## config.mk

```make
export PLATFORM = sky130hd
export DESIGN_NAME = ddr_memtest_engine
export DESIGN_NICKNAME = d
export VERILOG_FILES = /design/src/rtl/memtest_pkg.sv /design/src/rtl/memtest_pattern_gen.sv /design/src/rtl/ddr_memtest_engine.sv
export SDC_FILE = /design/constraint.sdc
export NUM_CORES = 2
export LEC_CHECK = 0
export ABC_CLOCK_PERIOD_IN_PS = 7050
export CORE_MARGIN = 8
export CORE_UTILIZATION = 41
export DETAILED_ROUTE_END_ITERATION = 10
export DONT_BUFFER_PORTS = 1
export PLACE_DENSITY = 0.51
export SETUP_SLACK_MARGIN = 0.15
export SLEW_MARGIN = 20
export SYNTH_ARGS = -nofsm -noshare
export SYNTH_HDL_FRONTEND = slang
export SYNTH_SLANG_ARGS = --single-unit
```

## constraint.sdc

```tcl
create_clock -name sys_clk -period 7.05 [get_ports sys_clk]
set_input_delay 1.7625 -clock sys_clk [delete_from_list [all_inputs] [get_ports sys_clk]]
set_output_delay 1.7625 -clock sys_clk [all_outputs]
set_load 0.1 [all_outputs]
```

## src/rtl/memtest_pkg.sv

```systemverilog
// -----------------------------------------------------------------------------
// memtest_pkg
//   Shared types for the DRAM self-test engine.
//   - memtest_state_t : sequencer states of ddr_memtest_engine
//   - memtest_mode_t  : data pattern selector used by memtest_pattern_gen
// -----------------------------------------------------------------------------
package memtest_pkg;

  // Width of one pattern lane; the address pattern replicates one lane.
  localparam int LANE_W = 32;

  // Wishbone byte-address width.
  localparam int BUS_ADDR_W = 32;

  typedef enum logic [3:0] {
    S_IDLE       = 4'd0,
    S_WAIT_INIT  = 4'd1,
    S_DELAY      = 4'd2,
    S_WRITE      = 4'd3,
    S_WAIT_WRITE = 4'd4,
    S_READ       = 4'd5,
    S_WAIT_READ  = 4'd6,
    S_CHECK      = 4'd7,
    S_DONE       = 4'd8
  } memtest_state_t;

  typedef enum logic [1:0] {
    PAT_FIXED = 2'd0,  // base pattern every word
    PAT_ALT   = 2'd1,  // base pattern on even words, inverted on odd words
    PAT_ADDR  = 2'd2,  // word address replicated in every 32-bit lane
    PAT_WALK  = 2'd3   // single one at bit (address mod word size)
  } memtest_mode_t;

endpackage

```

## src/rtl/memtest_pattern_gen.sv

```systemverilog
// -----------------------------------------------------------------------------
// memtest_pattern_gen
//   Purely combinational test-data generator. The same instance feeds both the
//   write data path and the read-back comparator, so written and expected words
//   can never disagree by construction.
//
// Ports:
//   mode_i  in   memtest_mode_t   pattern selector
//   addr_i  in   ADDR_WIDTH       word address the pattern is generated for
//   word_o  out  WORD_SIZE        generated data word
// -----------------------------------------------------------------------------
module memtest_pattern_gen
  import memtest_pkg::*;
#(
  parameter int                   WORD_SIZE  = 256,
  parameter int                   ADDR_WIDTH = 25,
  parameter logic [WORD_SIZE-1:0] PATTERN    = {16{16'hAABB}}
) (
  input  memtest_mode_t          mode_i,
  input  logic [ADDR_WIDTH-1:0]  addr_i,
  output logic [WORD_SIZE-1:0]   word_o
);

  localparam int                   NUM_LANES = WORD_SIZE / LANE_W;
  localparam logic [WORD_SIZE-1:0] ONE_HOT0  = {{(WORD_SIZE-1){1'b0}}, 1'b1};
  localparam logic [31:0]          WS_U      = 32'(WORD_SIZE);

  logic [LANE_W-1:0] lane_w;
  logic [31:0]       walk_pos_w;

  assign lane_w     = LANE_W'(addr_i);
  // Word size need not be a power of two, so use a true modulo for the bit index.
  assign walk_pos_w = 32'(addr_i) % WS_U;

  // NOTE: every output of a combinational block gets a default assignment
  // first, so no path through the case can leave it unassigned (no latch).
  always_comb begin
    word_o = PATTERN;
    unique case (mode_i)
      PAT_FIXED: word_o = PATTERN;
      PAT_ALT:   word_o = addr_i[0] ? ~PATTERN : PATTERN;
      PAT_ADDR:  word_o = {NUM_LANES{lane_w}};
      PAT_WALK:  word_o = ONE_HOT0 << walk_pos_w;
    endcase
  end

endmodule

```

## src/rtl/ddr_memtest_engine.sv

```systemverilog
// -----------------------------------------------------------------------------
// ddr_memtest_engine
//   DRAM self-test master on a Wishbone-classic user port. After the controller
//   reports calibration and a settle delay, it writes NUM_WORDS pattern words
//   starting at START_WORD, reads them back and compares each word, counting
//   mismatches and capturing the first failing word address. A missing ack is
//   bounded by TIMEOUT_CYCLES.
//
// Build option:
//   MEMTEST_LOOP_EN  when defined, clean passes repeat back-to-back (no settle
//                    delay), completed passes are counted on loop_count, and a
//                    start pulse during a run stops it at the next CHECK.
//
// Ports:
//   sys_clk, rst           clock, synchronous active-high reset
//   start, mode            run request (accepted in IDLE/DONE), pattern mode
//   initialized            DRAM controller calibration done
//   cyc_o/stb_o/we_o       Wishbone cycle, strobe, write enable
//   addr_o, data_o         byte address, write data
//   data_i, ack_i          read data, transfer acknowledge
//   busy/done/pass/fail    run status
//   timeout                ack timeout occurred
//   err_count              mismatching words (saturating)
//   first_fail_addr        word address of the first mismatch
//   loop_count             completed clean passes (MEMTEST_LOOP_EN only)
// -----------------------------------------------------------------------------
module ddr_memtest_engine
  import memtest_pkg::*;
#(
  parameter int                   WORD_SIZE      = 256,
  parameter int                   ADDR_WIDTH     = 25,
  parameter int                   ADDR_SHIFT     = 7,
  parameter int                   NUM_WORDS      = 1024,
  parameter int                   START_WORD     = 0,
  parameter int                   DELAY_CYCLES   = 100_000_000,
  parameter int                   TIMEOUT_CYCLES = 1_000_000,
  parameter int                   ERR_CNT_WIDTH  = 16,
  parameter logic [WORD_SIZE-1:0] PATTERN        = {16{16'hAABB}}
) (
  input  logic                     sys_clk,
  input  logic                     rst,
  input  logic                     start,
  input  logic [1:0]               mode,
  input  logic                     initialized,
  output logic                     cyc_o,
  output logic                     stb_o,
  output logic                     we_o,
  output logic [BUS_ADDR_W-1:0]    addr_o,
  output logic [WORD_SIZE-1:0]     data_o,
  input  logic [WORD_SIZE-1:0]     data_i,
  input  logic                     ack_i,
  output logic                     busy,
  output logic                     done,
  output logic                     pass,
  output logic                     fail,
  output logic                     timeout,
  output logic [ERR_CNT_WIDTH-1:0] err_count,
  output logic [ADDR_WIDTH-1:0]    first_fail_addr
`ifdef MEMTEST_LOOP_EN
  ,
  output logic [31:0]              loop_count
`endif
);

  localparam logic [31:0] LAST_IDX = 32'(NUM_WORDS - 1);
  localparam logic [31:0] DLY_LAST = 32'(DELAY_CYCLES - 1);
  localparam logic [31:0] TMO_LAST = 32'(TIMEOUT_CYCLES - 1);

  // ---------------------------------------------------------------------------
  // State and registered outputs
  // ---------------------------------------------------------------------------
  memtest_state_t            state_q;
  memtest_mode_t             mode_q;
  logic [31:0]               idx_q;
  logic [31:0]               dly_cnt_q;
  logic [31:0]               tmo_cnt_q;
  logic [WORD_SIZE-1:0]      rdata_q;
  logic                      cyc_q, stb_q, we_q;
  logic [BUS_ADDR_W-1:0]     addr_q;
  logic [WORD_SIZE-1:0]      data_q;
  logic                      busy_q, done_q, pass_q, fail_q, timeout_q;
  logic [ERR_CNT_WIDTH-1:0]  err_q;
  logic [ADDR_WIDTH-1:0]     ffa_q;
`ifdef MEMTEST_LOOP_EN
  logic [31:0]               loop_q;
  logic                      stop_q;
`endif

  // ---------------------------------------------------------------------------
  // Address and pattern datapath
  // ---------------------------------------------------------------------------
  logic [ADDR_WIDTH-1:0]    word_addr_w;
  logic [BUS_ADDR_W-1:0]    byte_addr_w;
  logic [WORD_SIZE-1:0]     pat_w;

  // Both operands are truncated to ADDR_WIDTH, so the sum wraps modulo
  // 2^ADDR_WIDTH without any explicit compare.
  assign word_addr_w = ADDR_WIDTH'(START_WORD) + idx_q[ADDR_WIDTH-1:0];
  assign byte_addr_w = BUS_ADDR_W'(word_addr_w) << ADDR_SHIFT;

  memtest_pattern_gen #(
    .WORD_SIZE  (WORD_SIZE),
    .ADDR_WIDTH (ADDR_WIDTH),
    .PATTERN    (PATTERN)
  ) u_pattern_gen (
    .mode_i (mode_q),
    .addr_i (word_addr_w),
    .word_o (pat_w)
  );

  // ---------------------------------------------------------------------------
  // Compare, error accounting and end-of-run decision
  // ---------------------------------------------------------------------------
  logic                     mismatch_w;
  logic [ERR_CNT_WIDTH-1:0] err_next_w;
  logic                     last_w;
  logic                     tmo_hit_w;
  logic                     idle_like_w;
  logic                     end_run_w;
  logic                     again_w;

  assign mismatch_w  = (rdata_q != pat_w);
  assign err_next_w  = (mismatch_w && !(&err_q)) ? err_q + 1'b1 : err_q;
  assign last_w      = (idx_q == LAST_IDX);
  assign tmo_hit_w   = (TIMEOUT_CYCLES != 0) && (tmo_cnt_q == TMO_LAST);
  assign idle_like_w = (state_q == S_IDLE) || (state_q == S_DONE);

  // Decided in CHECK: finish the run, restart another pass, or read the next word.
  always_comb begin
    end_run_w = last_w;
    again_w   = 1'b0;
`ifdef MEMTEST_LOOP_EN
    end_run_w = stop_q || (last_w && ((err_next_w != '0) || timeout_q));
    again_w   = last_w && !end_run_w;
`endif
  end

  // ---------------------------------------------------------------------------
  // Sequencer
  // ---------------------------------------------------------------------------
  // NOTE: state registers use non-blocking assignments only, so every register
  // in this block samples the pre-edge values regardless of statement order.
  always_ff @(posedge sys_clk) begin
    if (rst) begin
      state_q   <= S_IDLE;
      mode_q    <= PAT_FIXED;
      idx_q     <= '0;
      dly_cnt_q <= '0;
      tmo_cnt_q <= '0;
      rdata_q   <= '0;
      cyc_q     <= 1'b0;
      stb_q     <= 1'b0;
      we_q      <= 1'b0;
      addr_q    <= '0;
      data_q    <= '0;
      busy_q    <= 1'b0;
      done_q    <= 1'b0;
      pass_q    <= 1'b0;
      fail_q    <= 1'b0;
      timeout_q <= 1'b0;
      err_q     <= '0;
      ffa_q     <= '0;
`ifdef MEMTEST_LOOP_EN
      loop_q    <= '0;
      stop_q    <= 1'b0;
`endif
    end else begin
`ifdef MEMTEST_LOOP_EN
      // A start while running is a stop request, honoured at the next CHECK.
      if (start && !idle_like_w) stop_q <= 1'b1;
`endif
      unique case (state_q)
        S_IDLE, S_DONE: begin
          if (start) begin
            done_q    <= 1'b0;
            pass_q    <= 1'b0;
            fail_q    <= 1'b0;
            timeout_q <= 1'b0;
            err_q     <= '0;
            ffa_q     <= '0;
            mode_q    <= memtest_mode_t'(mode);
            busy_q    <= 1'b1;
            idx_q     <= '0;
`ifdef MEMTEST_LOOP_EN
            loop_q    <= '0;
            stop_q    <= 1'b0;
`endif
            state_q   <= S_WAIT_INIT;
          end
        end

        S_WAIT_INIT: begin
          if (initialized) begin
            idx_q     <= '0;
            dly_cnt_q <= '0;
            state_q   <= (DELAY_CYCLES == 0) ? S_WRITE : S_DELAY;
          end
        end

        S_DELAY: begin
          if (dly_cnt_q == DLY_LAST) begin
            state_q <= S_WRITE;
          end else begin
            dly_cnt_q <= dly_cnt_q + 1'b1;
          end
        end

        S_WRITE: begin
          cyc_q     <= 1'b1;
          stb_q     <= 1'b1;
          we_q      <= 1'b1;
          addr_q    <= byte_addr_w;
          data_q    <= pat_w;
          tmo_cnt_q <= '0;
          state_q   <= S_WAIT_WRITE;
        end

        S_WAIT_WRITE: begin
          // Ack is tested first so a same-cycle ack beats the timeout.
          if (ack_i) begin
            cyc_q <= 1'b0;
            stb_q <= 1'b0;
            we_q  <= 1'b0;
            if (last_w) begin
              idx_q   <= '0;
              state_q <= S_READ;
            end else begin
              idx_q   <= idx_q + 1'b1;
              state_q <= S_WRITE;
            end
          end else if (tmo_hit_w) begin
            cyc_q     <= 1'b0;
            stb_q     <= 1'b0;
            we_q      <= 1'b0;
            timeout_q <= 1'b1;
            fail_q    <= 1'b1;
            pass_q    <= 1'b0;
            busy_q    <= 1'b0;
            done_q    <= 1'b1;
            state_q   <= S_DONE;
          end else begin
            tmo_cnt_q <= tmo_cnt_q + 1'b1;
          end
        end

        S_READ: begin
          cyc_q     <= 1'b1;
          stb_q     <= 1'b1;
          we_q      <= 1'b0;
          addr_q    <= byte_addr_w;
          tmo_cnt_q <= '0;
          state_q   <= S_WAIT_READ;
        end

        S_WAIT_READ: begin
          if (ack_i) begin
            rdata_q <= data_i;
            cyc_q   <= 1'b0;
            stb_q   <= 1'b0;
            state_q <= S_CHECK;
          end else if (tmo_hit_w) begin
            cyc_q     <= 1'b0;
            stb_q     <= 1'b0;
            timeout_q <= 1'b1;
            fail_q    <= 1'b1;
            pass_q    <= 1'b0;
            busy_q    <= 1'b0;
            done_q    <= 1'b1;
            state_q   <= S_DONE;
          end else begin
            tmo_cnt_q <= tmo_cnt_q + 1'b1;
          end
        end

        S_CHECK: begin
          err_q <= err_next_w;
          // The counter saturates and never returns to zero, so zero means
          // no earlier mismatch in this run.
          if (mismatch_w && (err_q == '0)) ffa_q <= word_addr_w;
`ifdef MEMTEST_LOOP_EN
          if (last_w && (err_next_w == '0)) loop_q <= loop_q + 1'b1;
`endif
          if (end_run_w) begin
            busy_q  <= 1'b0;
            done_q  <= 1'b1;
            pass_q  <= (err_next_w == '0) && !timeout_q;
            fail_q  <= !((err_next_w == '0) && !timeout_q);
            state_q <= S_DONE;
          end else if (again_w) begin
            idx_q   <= '0;
            state_q <= S_WRITE;
          end else begin
            idx_q   <= idx_q + 1'b1;
            state_q <= S_READ;
          end
        end

        default: state_q <= S_IDLE;
      endcase
    end
  end

  // ---------------------------------------------------------------------------
  // Output mapping
  // ---------------------------------------------------------------------------
  assign cyc_o           = cyc_q;
  assign stb_o           = stb_q;
  assign we_o            = we_q;
  assign addr_o          = addr_q;
  assign data_o          = data_q;
  assign busy            = busy_q;
  assign done            = done_q;
  assign pass            = pass_q;
  assign fail            = fail_q;
  assign timeout         = timeout_q;
  assign err_count       = err_q;
  assign first_fail_addr = ffa_q;
`ifdef MEMTEST_LOOP_EN
  assign loop_count      = loop_q;
`endif

endmodule

```

==> reports/results.ini <==
[place]
pre_cts_ws_ns = 0.992
dpl.hpwl_um = 173000
io_buffers = 0
place.gp.congestion = 1.15

[flow_run]
cap_violations = 0

[clock_network]
cts.clk_slew.worst_paths_ns = 0.06
cts-buffers-inserted = 76
clkLatencyLatePin_ns = 0.69
post-cts-setup-buffer-count = 0
cts-root-buf = clkbuf_16
cts_resized = 0
cts_max_level = 3
cts_buffer_depth = 3
cts_tree = built
cts_hold_buf = 0
clock_sinks = 687

[power]
p_leak_nw = 12.7
powerDensity_mw_per_mm2 = 244
peakVddDrop_uv = 185
power.total_w = 0.00951

[sta]
hold_ws_ns = 0.460
rsz0062_at_grt = no
relSlewSlack = -0.544
setup_tns_ns = 0
worst_pin_slew_ns = 2.32
period_share = 0.938
fin_skew_ns = 0.0417
setup_viol = 0
fin_ws_ns = 0.435
hold_violations = 0
fin_crit_ns = 6.62
max_freq_mhz = 151
drv_slew = 237

[floorplanning]
start_util = 0.414
core_mm2 = 0.0836
dieHeight_um = 306
dieArea_mm2 = 0.0939
ios = 600
floorplan.rows = 106
die_w_um = 306

[final_layout]
final_cell_mix = 730 x nand2_1, 680 x dfxtp_1, 510 x a21oi_1
drive_above_1_share = 0.102
area_delta_synth_final_pct = 12.9
utilization = 0.467
final_common_cell = nand2_1
nNetsFinal = 4754
num-fill-cells = 8410

[grt]
grt_usage = 0.447
grt_pass1_wl_um = 295000
grt_pass1_vias = 33800
antenna_found_initial = 9
overflow = 0
grt_start_max_net_pins = 596

[synthesis]
synth_cells = 4519
async_reset_ff_frac = 0
synth_top_area_frac = 0.398
synth_area_mm2 = 0.0346
ys_ff_latch = 687
synth_area_per_cell_um2 = 7.65
ys_seq_area_frac = 0.398
synth_edf_count = 0
synth.area.top_cells = dfxtp_1 40%, nand2_1 7.9%, a21oi_1 7.4%
synth.distinct_cells = 100
yosysTopAreaCell = dfxtp_1
synth_warnings = 0
synth_ff_type = dfxtp_1

[drt]
drt_iter0_markers = 5912
wl_um = 222000
routed_via_density = 6.74
ant_nets = 0
firstDrtPassIters = 7
wire_per_inst_um = 39.5
vias = 37900
drc_errors = 0

[setup_path]
worstSetupStartpointType = flop
required_ns = 7.61
cp_max_fo = 15
crit_arrival_ns = 7.17
end_kind = flop
crit_type = reg -> reg

[min_path]
hold_path_class = reg -> reg

[status]
status = finished with violations
violations = max-slew violations

report_power, final:
| group | internal, W | switching (W) |
|---|---|---|
| clock network | 0.00224 | 0.00176 |
| logic | 0.000249 | 0.000682 |
| registers | 0.00396 | 0.000611 |
per-stage QoR:
stage               instance area (um^2)  instances
global placement                   36500       5481
CTS                                39000       5614
global route                       39000       5618
detailed placement                 36500       5481
floorplan                          34600       4525
finish                             39000       5622
state kept, by name, summed over array words and instances, names as in the netlist, 2 cells and up:
| signal | flops |
|---|---|
| err_count | 16 |
| addr_o | 25 |
| state_q | 4 |
| tmo_cnt_q | 32 |
| dly_cnt_q | 32 |
| mode_q | 2 |
| first_fail_addr | 25 |
| rdata_q | 256 |
| data_o | 256 |
| idx_q | 32 |
per-layer routing:
metal	vias to the layer above	routed length (um)	global-route usage
met1	18400	83000	0.546
met5	-	51	0
li1	16100	-	-
met2	2769	91000	0.648
met4	8	18700	0.292
met3	681	29200	0.179
logic make-up after synthesis:
kind of cell,synth area share
multiplexers,0.00521
XOR/XNOR,0.0464
AO/OA/AOI/OAI,0.202
AND/OR/NAND/NOR,0.294
buffers and inverters,0.0509
other,0.000108
adder cells (fa/ha/maj),0.00362
flip-flops,0.398
worst max-delay path: stages, from the launching register on:
cell	delay (ns)
dfxtp_1	0.76
inv_1	0.25
ha_1	0.55
nor4b_2	0.31
a31oi_1	0.86
xnor2_1	0.52
nor3_1	0.73
nand4_1	0.28
nor4_1	0.44
buf_4	0.20
nand4_1	0.12
buf_4	0.20
nor3_2	0.22
buf_4	0.20
a311oi_1	0.07
xor2_1	0.17
or3_1	0.34
o41ai_2	0.27
synth_stat cells, types with 25 or more instances:
cell / instances
a2111oi_0: 28
a311oi_1: 63
nor3_1: 187
o21ai_0: 106
and3_1: 60
nor2_1: 499
xor2_1: 102
or3_1: 55
o211ai_1: 43
nor4_1: 59
nand2_1: 731
buf_2: 70
and2_1: 25
inv_1: 35
nand4_1: 79
nand2b_1: 32
nand3_1: 151
dfxtp_1: 687
xnor2_1: 81
a211oi_1: 128
a31oi_1: 47
a21oi_1: 511
clkbuf_1: 281
nor2b_1: 31
nand4b_1: 27
layout make-up:
class / count / area [um^2] / area share
Sequential cell: 687 / 13800 / 0.353
Clock buffer: 107 / 2170 / 0.0556
Antenna cell: 6 / 15.0 / 0.000385
Clock inverter: 26 / 282 / 0.00721
Tap cell: 1080 / 1350 / 0.0346
Inverter: 35 / 131 / 0.00337
Timing Repair Buffer: 261 / 2110 / 0.0540
Multi-Input combinational cell: 3420 / 19200 / 0.492
worst paths after layout:
kind,depth (start not counted),to,slack (ns),start
worst max register to register,17,pass,0.43,idx_q[0]
worst min-delay path,2,rdata_q[35],0.46,rdata_q[35]
worst min register to register,2,rdata_q[35],0.46,rdata_q[35]
worst max-delay path,17,pass,0.43,idx_q[0]
(Power assumes the default switching activity.)
